[src/rtl/vrtop_bist_pkg.sv]
// Shared types and constants for the BIST sequencer: FSM states, cluster mode codes,
// LFSR tap mask and the per-state control decode.
package vrtop_bist_pkg;

    typedef enum logic [2:0] {
        IDLE,
        SHIFT,
        CAPTURE,
        WAIT,
        UNLOAD,
        READ,
        DONE
    } state_t;

    localparam logic [1:0] SE_CAP   = 2'b00;
    localparam logic [1:0] SE_SHIFT = 2'b01;
    localparam logic [1:0] SE_READ  = 2'b10;

    // Fibonacci taps 16,14,13,11 expressed as a bit mask over a 16-bit register
    localparam logic [15:0] LFSR_TAPS = 16'hB400;

    typedef struct packed {
        logic       busy;
        logic       done;
        logic       cs;
        logic       trg;
        logic [1:0] se;
        logic       lck;
        logic [1:0] scj;
        logic       sge;
        logic       sci;
    } ctrl_t;

    function automatic int maxOf3(input int a, input int b, input int c);
        int m;
        m = (a > b) ? a : b;
        return (m > c) ? m : c;
    endfunction

    // Control word seen by the datapath while the FSM sits in state s
    function automatic ctrl_t ctrlFor(input state_t s, input logic [1:0] scj,
                                      input logic sge, input logic sci);
        ctrl_t c;
        c = '0;
        case (s)
            SHIFT: begin
                c.busy = 1'b1;
                c.cs   = 1'b1;
                c.se   = SE_SHIFT;
                c.lck  = 1'b1;
                c.scj  = scj;
                c.sge  = sge;
                c.sci  = sci;
            end
            CAPTURE: begin
                c.busy = 1'b1;
                c.trg  = 1'b1;
                c.se   = SE_CAP;
                c.lck  = 1'b1;
            end
            WAIT: begin
                c.busy = 1'b1;
                c.se   = SE_CAP;
                c.lck  = 1'b1;
            end
            UNLOAD: begin
                c.busy = 1'b1;
                c.cs   = 1'b1;
                c.se   = SE_SHIFT;
                c.lck  = 1'b1;
                c.scj  = 2'b11;
                c.sge  = 1'b1;
            end
            READ: begin
                c.busy = 1'b1;
                c.cs   = 1'b1;
                c.se   = SE_READ;
                c.scj  = 2'b11;
            end
            DONE: begin
                c.done = 1'b1;
            end
            default: c = '0;
        endcase
        return c;
    endfunction

endpackage

[src/rtl/vrtop_bist_ctrl_lfsr.sv]
// Pattern LFSR: loads a seed, advances one Fibonacci step per enabled cycle and
// exposes both its current MSB and the MSB it will have after the next step.
module bist_lfsr
    import vrtop_bist_pkg::*;
#(
    parameter int LFSR_W = 16
) (
    input  logic              clk,
    input  logic              reset,
    input  logic              i_load,
    input  logic              i_enable,
    input  logic [LFSR_W-1:0] i_seed,
    output logic              o_msb,
    output logic              o_nextMsb
);

    localparam logic [LFSR_W-1:0] TAPS = LFSR_W'(LFSR_TAPS);

    logic [LFSR_W-1:0] r_lfsr;
    logic              w_feedback;

    assign w_feedback = ^(r_lfsr & TAPS);
    assign o_msb      = r_lfsr[LFSR_W-1];
    assign o_nextMsb  = r_lfsr[LFSR_W-2];

    always_ff @(posedge clk) begin
        if (reset || i_load) begin
            r_lfsr <= i_seed;
        end else if (i_enable) begin
            r_lfsr <= {r_lfsr[LFSR_W-2:0], w_feedback};
        end
    end

endmodule

[src/rtl/vrtop_bist_ctrl.sv]
// BIST sequencer: shifts LFSR patterns, captures and compacts NUM_PATTERNS responses,
// then reads the signature back serially from sg0 and compares it with expected_sig.
module vrtop_bist_ctrl
    import vrtop_bist_pkg::*;
#(
    parameter int              SHIFT_LEN    = 16,
    parameter int              NUM_PATTERNS = 8,
    parameter int              CAP_WAIT     = 2,
    parameter int              SIG_W        = 16,
    parameter int              LFSR_W       = 16,
    parameter logic [LFSR_W-1:0] LFSR_SEED  = 16'hACE1
) (
    input  logic             clk,
    input  logic             reset,
    input  logic             start,
    input  logic [SIG_W-1:0] expected_sig,
    input  logic             sg0,
    output logic             busy,
    output logic             done,
    output logic             pass,
    output logic             cs,
    output logic             trg,
    output logic             se0,
    output logic             se1,
    output logic             lck,
    output logic             scj0,
    output logic             scj1,
    output logic             sge,
    output logic             sci
);

    localparam int CNT_MAX = maxOf3(SHIFT_LEN, CAP_WAIT, SIG_W);
    localparam int CNT_W   = $clog2(CNT_MAX + 1);
    localparam int PC_W    = $clog2(NUM_PATTERNS + 1);

    localparam logic [CNT_W-1:0] SHIFT_LAST = CNT_W'(SHIFT_LEN - 1);
    localparam logic [CNT_W-1:0] WAIT_LAST  = CNT_W'(CAP_WAIT - 1);
    localparam logic [CNT_W-1:0] READ_LAST  = CNT_W'(SIG_W - 1);
    localparam logic [PC_W-1:0]  PC_END     = PC_W'(NUM_PATTERNS);

    state_t           r_state;
    ctrl_t            r_ctrl;
    logic             r_pass;
    logic [CNT_W-1:0] r_cnt;
    logic [PC_W-1:0]  r_pc;
    logic [SIG_W-1:0] r_expected;
    logic [SIG_W-1:0] r_sigCap;

    logic             w_lfsrLoad;
    logic             w_lfsrAdv;
    logic             w_lfsrMsb;
    logic             w_lfsrNextMsb;
    logic [PC_W-1:0]  w_pcInc;
    logic [SIG_W-1:0] w_sigNext;

    assign w_lfsrLoad = (r_state == IDLE) && start;
    assign w_lfsrAdv  = (r_state == SHIFT);
    assign w_pcInc    = r_pc + PC_W'(1);
    assign w_sigNext  = {r_sigCap[SIG_W-2:0], sg0};

    bist_lfsr #(
        .LFSR_W (LFSR_W)
    ) u_lfsr (
        .clk       (clk),
        .reset     (reset),
        .i_load    (w_lfsrLoad),
        .i_enable  (w_lfsrAdv),
        .i_seed    (LFSR_SEED),
        .o_msb     (w_lfsrMsb),
        .o_nextMsb (w_lfsrNextMsb)
    );

    // Outputs are registered from the state being entered, so they line up with r_state
    always_ff @(posedge clk) begin
        if (reset) begin
            r_state    <= IDLE;
            r_ctrl     <= '0;
            r_pass     <= 1'b0;
            r_cnt      <= '0;
            r_pc       <= '0;
            r_expected <= '0;
            r_sigCap   <= '0;
        end else begin
            case (r_state)
                IDLE: begin
                    r_ctrl <= '0;
                    if (start) begin
                        r_state    <= SHIFT;
                        r_cnt      <= SHIFT_LAST;
                        r_pc       <= '0;
                        r_expected <= expected_sig;
                        r_pass     <= 1'b0;
                        r_ctrl     <= ctrlFor(SHIFT, 2'b00, 1'b0, LFSR_SEED[LFSR_W-1]);
                    end
                end
                SHIFT: begin
                    if (r_cnt == '0) begin
                        r_state <= CAPTURE;
                        r_ctrl  <= ctrlFor(CAPTURE, 2'b00, 1'b0, 1'b0);
                    end else begin
                        r_cnt  <= r_cnt - CNT_W'(1);
                        r_ctrl <= ctrlFor(SHIFT, 2'(r_pc), r_pc != '0, w_lfsrNextMsb);
                    end
                end
                CAPTURE: begin
                    r_state <= WAIT;
                    r_cnt   <= WAIT_LAST;
                    r_ctrl  <= ctrlFor(WAIT, 2'b00, 1'b0, 1'b0);
                end
                WAIT: begin
                    if (r_cnt == '0) begin
                        r_pc  <= w_pcInc;
                        r_cnt <= SHIFT_LAST;
                        if (w_pcInc == PC_END) begin
                            r_state <= UNLOAD;
                            r_ctrl  <= ctrlFor(UNLOAD, 2'b11, 1'b1, 1'b0);
                        end else begin
                            r_state <= SHIFT;
                            r_ctrl  <= ctrlFor(SHIFT, 2'(w_pcInc), w_pcInc != '0, w_lfsrMsb);
                        end
                    end else begin
                        r_cnt  <= r_cnt - CNT_W'(1);
                        r_ctrl <= ctrlFor(WAIT, 2'b00, 1'b0, 1'b0);
                    end
                end
                UNLOAD: begin
                    if (r_cnt == '0) begin
                        r_state <= READ;
                        r_cnt   <= READ_LAST;
                        r_ctrl  <= ctrlFor(READ, 2'b11, 1'b0, 1'b0);
                    end else begin
                        r_cnt  <= r_cnt - CNT_W'(1);
                        r_ctrl <= ctrlFor(UNLOAD, 2'b11, 1'b1, 1'b0);
                    end
                end
                READ: begin
                    r_sigCap <= w_sigNext;
                    if (r_cnt == '0) begin
                        r_state <= DONE;
                        r_pass  <= (w_sigNext == r_expected);
                        r_ctrl  <= ctrlFor(DONE, 2'b00, 1'b0, 1'b0);
                    end else begin
                        r_cnt  <= r_cnt - CNT_W'(1);
                        r_ctrl <= ctrlFor(READ, 2'b11, 1'b0, 1'b0);
                    end
                end
                DONE: begin
                    r_state <= IDLE;
                    r_ctrl  <= '0;
                end
                default: begin
                    r_state <= IDLE;
                    r_ctrl  <= '0;
                end
            endcase
        end
    end

    assign busy = r_ctrl.busy;
    assign done = r_ctrl.done;
    assign pass = r_pass;
    assign cs   = r_ctrl.cs;
    assign trg  = r_ctrl.trg;
    assign se1  = r_ctrl.se[1];
    assign se0  = r_ctrl.se[0];
    assign lck  = r_ctrl.lck;
    assign scj1 = r_ctrl.scj[1];
    assign scj0 = r_ctrl.scj[0];
    assign sge  = r_ctrl.sge;
    assign sci  = r_ctrl.sci;

endmodule

[config.mk]
export PLATFORM = sky130hd
export DESIGN_NAME = vrtop_bist_ctrl
export DESIGN_NICKNAME = d
export VERILOG_FILES = /design/src/rtl/vrtop_bist_pkg.sv /design/src/rtl/vrtop_bist_ctrl_lfsr.sv /design/src/rtl/vrtop_bist_ctrl.sv
export SDC_FILE = /design/constraint.sdc
export NUM_CORES = 1
export LEC_CHECK = 0
export BUFFER_PORTS_ARGS = -buffer_cell sky130_fd_sc_hd__buf_2
export CAP_MARGIN = 20
export CORE_MARGIN = 2
export CORE_UTILIZATION = 56
export CTS_BUF_LIST = sky130_fd_sc_hd__clkbuf_8
export DETAILED_ROUTE_END_ITERATION = 8
export PLACE_DENSITY = 0.76
export REMOVE_ABC_BUFFERS = 1
export SETUP_SLACK_MARGIN = 0.1
export SYNTH_ARGS = -nofsm -noshare
export SYNTH_HDL_FRONTEND = slang
export SYNTH_SLANG_ARGS = --single-unit
export TNS_END_PERCENT = 30
[constraint.sdc]
create_clock -name clk -period 2.3 [get_ports clk]
set_input_delay 0.46 -clock clk [delete_from_list [all_inputs] [get_ports clk]]
set_output_delay 0.46 -clock clk [all_outputs]
set_load 0.005 [all_outputs]
==> impl.org, run 1 <==
** Place
- Input and output buffers added on the ports amount to 31.
- Weighted congestion at the end of routability-driven global placement :: 0.876
- After legalization and detailed placement, the total HPWL measured 4.56 mm.

** STA
- Summed over all failing endpoints, the final setup total negative slack is 0 ns.
- Setup repair after global routing missed its margin :: no
- At the pin with the least slew margin, the transition time is 0.637 ns.
- Period utilization :: 86.9%
- On the final layout, the worst clock skew is 0.00849 ns.
- Max-slew headroom at the worst pin :: 57.5%
- Based on the critical path, the design can be clocked at up to 500 MHz.
- The routed design could run at a clock period as short as 2.00 ns.
- The final number of max-transition violations is 0.
- Setup violations remaining at the end of the flow were counted as 0.
- Worst hold-check slack :: 0.364 ns
- Final Hold Vio Count :: 0

** Die
- Die Wd :: 79.4 um
- After floorplanning, the core was divided into 27 placement rows.
- The floorplan step defined a die boundary enclosing 0.00631 sq mm.
- During I/O placement, the number of pins put on the boundary was 32.
- Floorplan core area :: 0.00551 sq mm
- In this run the vertical extent of the chip is 79.4 um.
- Once the floorplan was initialized, standard cells occupied 57.9% of the core.

** Critical path
- Arrival time worst endpoint :: 2.20 ns
- STA classifies the critical path startpoint as a flop.
- The startpoint identified for the worst register-to-register timing path is r_cnt[0].
- STA puts the critical path data required time at 2.50 ns.
- Capturing element type of the critical path :: flop
- In this run the critical register-to-register path is captured at r_pc[3].
- Largest fanout of any net on the critical path :: 7
- Register-to-register setup slack :: 0.30 ns
- The worst register-to-register path has a depth of 8.
- Classification of the worst setup path :: flop to flop

** Power and ir drop
- The clock network accounts for 31.3% of the total power.
- The analysis attributes to net switching a power of 0.823 mW.
- Reported leakage power :: 1.43 nW
- Switching Fraction :: 29.5%
- In this run the power density over the cells is 783 mW/mm^2.
- Combinational logic is responsible for 18.5% of the overall power.
- Reg power frac :: 50.2%
- Max IR drop VDD :: 0.000501 V
- Internal power comes to 1.96 mW.

** Clock network
- In this run the deepest clock path goes through 2 buffers.
- The number of hold buffers added after CTS was 0.
- TritonCTS created 9 clock buffers.
- CTS Sinks :: 71
- TritonCTS built the clock tree.
- The clock reaches the later pin of the worst-skew pair after 0.33 ns.
- The clock tree synthesis step divided the H-tree into 3 levels.
- Number of buffers inserted to repair setup after CTS :: 0
- Clock-pin slew was measured on the worst setup and hold paths at 0.08 ns.
- After clock tree synthesis, the repair step resized 0 gates.
- Root Driver :: sky130_fd_sc_hd__clkbuf_8

** Global route
- Global-route usage over all layers :: 22.2%
- Largest net degree at the start of global routing :: 35
- Global route total overflow :: 0
- First-pass GRT wire length :: 11.1 mm
- The initial antenna violation count came to 0.
- Via count of the first global-routing pass :: 2425

** Yosys
- Share of synthesized registers carrying an async set or reset :: 0%
- Most frequently used cell type in the post-synthesis netlist :: sky130_fd_sc_hd__nand2_1
- Of all cell types, the one taking the most synthesized area is sky130_fd_sc_hd__dfxtp_1.
- After synthesis, flip-flops and latches occupy 44.6% of the total area.
- Yosys warns :: 0
- Number of flip-flops and latches in the synthesized netlist :: 71
- Ranking of synthesized cells by area :: sky130_fd_sc_hd__dfxtp_1, sky130_fd_sc_hd__nand2_1, sky130_fd_sc_hd__a21oi_1
- After synthesis, the most frequently instantiated cells are sky130_fd_sc_hd__nand2_1, sky130_fd_sc_hd__dfxtp_1, sky130_fd_sc_hd__a21oi_1.
- Summed instance area of the synthesized netlist :: 0.00319 sq mm
- Syn Area/Cell :: 7.99 sq um
- In this run, synthesis inferred 0 flip-flops with an integrated enable.
- Count of mapped cells out of synthesis :: 399
- Yosys mapped the design onto 50 distinct sky130hd cell types.
- Synth Flop Type :: sky130_fd_sc_hd__dfxtp_1
- Portion of synthesized cell area occupied by the leading cell type :: 44.6%

** Routing
- In this run, the number of DRC markers left after iteration 0 of detailed routing was 185.
- The detail route stage leaves a number of antenna-violating nets equal to 0.
- Wires add up to 6.72 mm.
- After detailed routing, the number of vias per cell comes to 5.45.
- In the final routed layout, each cell accounts on average for 13.4 um.
- The detailed router placed 2734 vias in this run.
- In the routed design, unresolved DRC markers number 0.
- First drt pass iteration count :: 4

** Worst hold path
- The worst hold path belongs to the class input pin to flop.
- The worst hold path was traced through 3 stages.
- Worst Hold Endpoint :: r_expected[14]
- Start point of the worst min-delay path :: expected_sig[14]

** Cells and area
- At the end of the flow, the number of nets in the layout was 451.
- N_diodes :: 0
- Layout cells sized above 1 :: 15.6%
- Fillcell total :: 481
- Relative to the synthesized area, the layout overhead comes to 11.6%.

** Flow run
- Max-cap violations in this run came to 0.

** Outcome
- The run finished with clean final reports.
## kinds of logic (layout without fill, tap and decap cells)
group / Yosys count / count (layout) / synth area share [%]
buffers and inverters: 32 / 63 / 4.99
DFF: 71 / 71 / 44.6
muxes: 2 / 2 / 0.628
adders and majority gates: 4 / 4 / 1.57
and+or+nand+nor: 180 / 180 / 26.2
xor gates and xnor gates: 20 / 20 / 5.50
AOI/OAI and AO/OA: 90 / 90 / 16.5
## metrics by stage
step | utilization [%] | power [mW] | area, sq um | cells | setup slack, ns
global route | 64.6 | 2.93 | 3560 | 502 | 0.161
CTS | 64.6 | 2.80 | 3560 | 502 | 0.281
global placement | 61.5 | 1.92 | 3390 | 488 | 0.361
floorplan | - | 1.75 | 3050 | 373 | 0.118
finish | 64.6 | 2.78 | 3560 | 502 | 0.301
detailed placement | 61.5 | 1.94 | 3390 | 488 | 0.347
## cells in the final DEF, fill, tap and decap left out, drive strengths merged, types with 2 or more instances in the layout
master,instances
nand2,108
dfxtp,71
a21oi,59
buf,43
nor2,22
nand3,15
xor2,13
clkbuf,11
nor3,9
o21ai,9
xnor2,7
inv,6
a31oi,4
nor4,4
a211oi,4
ha,4
nand2b,4
o21a,3
and3,3
or3,2
and2,2
nand3b,2
a21boi,2
mux2i,2
a41o,2
clkinvlp,2
nand4,2
o31ai,2
## power groups by stage
stage          Combinational [mW]  Clock, mW  Sequential, mW
6_report                    0.516      0.872            1.40
5_1_grt                     0.582      0.938            1.41
4_1_cts                     0.519      0.889            1.40
3_5_place_dp                0.515          0            1.42
3_3_place_gp                0.507          0            1.42
2_1_floorplan               0.336          0            1.42
## sequential cells by signal, indices dropped and copies added (netlist names)
register and flops:
scj1 1, trg 1, busy 1, r_state 3
r_sigCap 15, lck 1, r_expected 16, done 1
u_lfsr.r_lfsr 16, r_pc 4, scj0 1, r_cnt 5
sci 1, pass 1, se0 1, se1 1
cs 1, sge 1
## worst max-delay path, stage by stage, from the launching register on
cell	delay, ns
sky130_fd_sc_hd__dfxtp_1	0.33
sky130_fd_sc_hd__inv_1	0.06
sky130_fd_sc_hd__ha_1	0.25
sky130_fd_sc_hd__nor4b_4	0.27
sky130_fd_sc_hd__buf_4	0.20
sky130_fd_sc_hd__and4_2	0.32
sky130_fd_sc_hd__nor2_1	0.09
sky130_fd_sc_hd__o21ai_0	0.23
sky130_fd_sc_hd__a21oi_1	0.11
## layout make-up
cell class / instances / area, sq um / share of cell area, %
inverter: 6 / 22.5 / 0.633
timing repair buffer: 43 / 245 / 6.89
tap: 72 / 90.1 / 2.53
sequential: 71 / 1420 / 40.0
multi-input combinational: 296 / 1610 / 45.2
clock inverter: 3 / 20.0 / 0.563
clock buffer: 11 / 151 / 4.26
## metal layers
layer	routed length, um	part of all wire (%)	GRT usage, %	up-vias
met5	0	0	0	-
met4	78	1.2	9.31	0
met3	274	4.1	4.07	9
met2	3220	48	36.0	72
met1	3140	47	29.0	1256
li1	-	-	-	1397
## worst max-delay path by stage
| stage | start | end | slack [ns] | depth (start not counted) |
|---|---|---|---|---|
| 2_1_floorplan | r_state[0] | sci | 0.12 | 5 |
| 3_3_place_gp | r_cnt[0] | se0 | 0.36 | 7 |
| 3_5_place_dp | r_cnt[0] | r_cnt[2] | 0.35 | 7 |
| 4_1_cts | r_cnt[0] | r_pc[3] | 0.28 | 8 |
| 5_1_grt | r_cnt[0] | r_pc[3] | 0.16 | 8 |
| 6_report | r_cnt[0] | r_pc[3] | 0.30 | 8 |
Power figures use the tool's default switching activity.
==> inputs of run 2 (changes only) <==
--- a/config.mk
+++ b/config.mk
@@ -8,4 +8,5 @@
 export BUFFER_PORTS_ARGS = -buffer_cell sky130_fd_sc_hd__buf_2
 export CAP_MARGIN = 20
+export CORE_ASPECT_RATIO = 0.9
 export CORE_MARGIN = 2
 export CORE_UTILIZATION = 56
==> constraint.sdc (replaced) <==
create_clock -name clk -period 2.3 [get_ports clk]
set_input_delay 0.345 -clock clk [delete_from_list [all_inputs] [get_ports clk]]
set_output_delay 0.345 -clock clk [all_outputs]
set_load 0.005 [all_outputs]
==> impl.org, run 2 (synthesis gave the netlist of run 1 again) <==
** Outcome
- Result of the run :: complete, no violations (unchanged)

** Critical path
- The signal arrival time at the worst endpoint was 2.21 ns (was 2.20 ns).
- Largest delay share family, worst path :: simple AND/OR/NAND/NOR gates (unchanged)
- The worst setup path category is flop to flop (unchanged).
- Data required time of the critical path :: 2.51 ns (was 2.50 ns)
- Capturing element type of the critical path :: flop (unchanged)
- The slowest cell on the critical path was sky130_fd_sc_hd__or4b_1 (was sky130_fd_sc_hd__dfxtp_1).
- Buf+Inv Stages, Crit Path :: 1 (was 2)
- Category of the worst setup path launch point :: flop (unchanged)
- Cell occurring most often along the worst timing path :: sky130_fd_sc_hd__a211oi_1
- Slowest stage delay, CP :: 0.67 ns (was 0.33 ns)
- Cells along the critical path: inv_1, ha_1, or4b_1, o31ai_4, a211oi_1, nor3_1, a211oi_1 (was inv_1, ha_1, nor4b_4, buf_4, and4_2, nor2_1, o21ai_0, a21oi_1).
- The worst-path maximum fanout is 9 (was 7).

** Global route
- The total routing resource utilization after global routing came to 23.0% (was 22.2%).
- The met1 track utilization from global routing came to 28.5% (was 29.0%).
- The number of global-route vias before repair was 2497 (was 2425).
- Global route total overflow :: 0 (unchanged)
- The global-route track usage on met2 is 39.3% (was 36.0%).
- Most Used Layer, Global Route :: met2 (unchanged)
- The met3 global-route usage was 7.69% (was 4.07%).
- Largest net degree at the start of global routing :: 28 (was 35)
- The first-pass GRT wire length is 11.4 mm (was 11.1 mm).
- Initial antenna violation count :: 0 (unchanged)

** Power and ir drop
- Reported leakage power :: 1.46 nW (was 1.43 nW)
- Cell internal pwr :: 2.05 mW (was 1.96 mW)
- Switching Fraction :: 28.8% (was 29.5%)
- The switching power came to 0.828 mW (was 0.823 mW).
- The power density of the placed cells is 801 mW/mm^2 (was 783 mW/mm^2).
- Total Power :: 2.88 mW (was 2.78 mW)
- The proportion of power drawn by the clock network came to 33.4% (was 31.3%).
- Reg power frac :: 48.3% (was 50.2%)
- The combinational share of power was 18.3% (was 18.5%).
- The highest ir drop seen on vdd was 0.000492 V (was 0.000501 V).

** Routing
- Number of DRC markers after the initial detailed-route iteration :: 202 (was 185)
- The DRC violation count after routing is 0 (unchanged).
- The via count is 2742 (was 2734).
- Remaining antenna violation count :: 0 (unchanged)
- The routed wire length per instance was 13.3 um (was 13.4 um).
- The mean number of vias per cell was 5.44 (was 5.45).
- The detailed-route wire length is 6.72 mm (about the same).
- First drt pass iteration count :: 4 (unchanged)

** Clock network
- Clock Tree Buf Depth :: 2 (unchanged)
- Clock transition at the registers of the reported paths :: 0.07 ns (was 0.08 ns)
- The buffer type at the clock tree root was sky130_fd_sc_hd__clkbuf_8 (unchanged).
- CTS Sinks :: 71 (unchanged)
- The clock latency on the worst-skew pair is 0.34 ns (was 0.33 ns).
- Post_cts resized :: 0 (unchanged)
- The clock tree from TritonCTS is yes (unchanged).
- The cts-stage hold buffer count is 0 (unchanged).
- The number of buffers added by the clock tree synthesis step came to 9 (unchanged).
- Number of buffers inserted to repair setup after CTS :: 0 (unchanged)
- The number of H-tree levels is 3 (unchanged).

** STA
- Maximum clock frequency :: 499 MHz (was 500 MHz)
- Max-slew headroom at the worst pin :: 63.4% (was 57.5%)
- The final critical path time including I/O delays and setup is 2.00 ns (about the same).
- Setup repair after global routing missed its margin :: no (unchanged)
- The final worst setup slack was 0.298 ns (was 0.301 ns).
- Slew at the pin closest to its max-slew limit :: 0.547 ns (was 0.637 ns)
- The number of endpoints with negative hold slack in the final report was 0 (unchanged).
- Period utilization :: 87.1% (was 86.9%)
- The aggregate negative setup slack was 0 ns (unchanged).
- The clock skew came to 0.00443 ns (was 0.00849 ns).
- The final number of max-transition violations is 0 (unchanged).
- The final-report setup violation count is 0 (unchanged).

** Place
- Minimum setup slack after placement :: 0.293 ns (was 0.347 ns)
- Number of port buffers :: 31 (unchanged)
- The final weighted congestion of routability-driven global placement is 0.857 (was 0.876).
- Half-perimeter wire length of the detailed placement result :: 4.67 mm (was 4.56 mm)

** Cells and area
- Registers with the most flip-flops :: r_expected x16, u_lfsr.r_lfsr x16, r_sigCap x15 (unchanged)
- The area growth from synthesis to final layout was 12.6% (was 11.6%).
- The most common cell after layout, fill and taps aside is sky130_fd_sc_hd__nand2_1 (unchanged).
- Commonest cells after routing, fill and taps aside: sky130_fd_sc_hd__nand2_1, sky130_fd_sc_hd__dfxtp_1, sky130_fd_sc_hd__a21oi_1 (unchanged).
- The fraction of final layout cells with drive strength greater than 1 was 15.7% (was 15.6%).
- Area taken by multi-input logic gates :: 0.00161 sq mm (unchanged)
- The count of inserted antenna diode cells was 0 (unchanged).
- The area of all sequential standard cells came to 0.00142 sq mm (unchanged).
- Post-layout net count :: 453 (was 451)
- The layout filler cell count is 511 (was 481).

** Die
- The initial standard-cell utilization of the core was 57.0% (was 57.9%).
- The vertical die dimension is 75.6 um (was 79.4 um).
- The die outline area is 0.00631 sq mm (about the same).
- The number of standard-cell rows in the floorplan was 26 (was 27).
- Floorplan core area :: 0.00560 sq mm (was 0.00551 sq mm)
- Die Wd :: 83.5 um (was 79.4 um)
- I/O Pins :: 32 (unchanged)

** Worst hold path
- The path class of the lowest-slack min-delay path is input pin to flop (unchanged).

** Flow run
- The number of maximum-capacitance violations came to 0 (unchanged).
## run 2: changes by cell type in the layout (fill, tap and decap cells not counted), sizes merged
cell	previous run	this run
buf	43	45
bufinv	0	1
clkbuf	11	10
clkinvlp	2	1
inv	6	9
## run 2: routing by layer
metal,routed length [um],up-vias
li1,-,1410
met1,3100,1255
met2,3230,69
met3,323,8
met4,71,0
met5,0,-
## run 2: through the flow
| step | cell area [sq um] | hold WS [ns] | cells | utilization [%] |
|---|---|---|---|---|
| 2_1_floorplan | 3050 | 0.414 | 373 | - |
| 3_3_place_gp | 3390 | 0.438 | 487 | 60.6 |
| 3_5_place_dp | 3390 | 0.444 | 487 | 60.6 |
| 4_1_cts | 3580 | 0.217 | 503 | 64.0 |
| 5_1_grt | 3590 | 0.235 | 504 | 64.2 |
| 6_report | 3590 | 0.230 | 504 | 64.2 |
## run 2: worst register-to-register path, delay by kind of cell, from the launching register on
kind	cells	cell delay (ns)
fa+ha+maj	1	0.23
compound gates	3	0.42
flops	1	0.34
simple gates	2	0.83
buf+inv	1	0.06
## run 2: area by class of cell
type / instances / area share (%)
clock buffers: 10 / 3.83
clock inverters: 6 / 1.50
inverters: 6 / 0.627
multi-input cells: 296 / 44.8
flip-flops and latches: 71 / 39.6
well taps: 70 / 2.44
repair buffers: 45 / 7.25
## run 2: final timing paths
path                     from                to  slack, ns  depth (start not counted)
max                  r_cnt[0]          r_cnt[2]       0.30                          7
min          expected_sig[11]    r_expected[11]       0.23                          3
max reg2reg          r_cnt[0]          r_cnt[2]       0.30                          7
min reg2reg  u_lfsr.r_lfsr[0]  u_lfsr.r_lfsr[1]       0.45                          2
## run 2: power groups by stage
stage	Combinational, mW	Sequential (mW)	Clock, mW
final	0.528	1.39	0.960
after global routing	0.599	1.40	1.04
after CTS	0.523	1.39	0.989
after floorplan	0.336	1.42	0
after global placement	0.506	1.41	0
after detailed placement	0.519	1.41	0
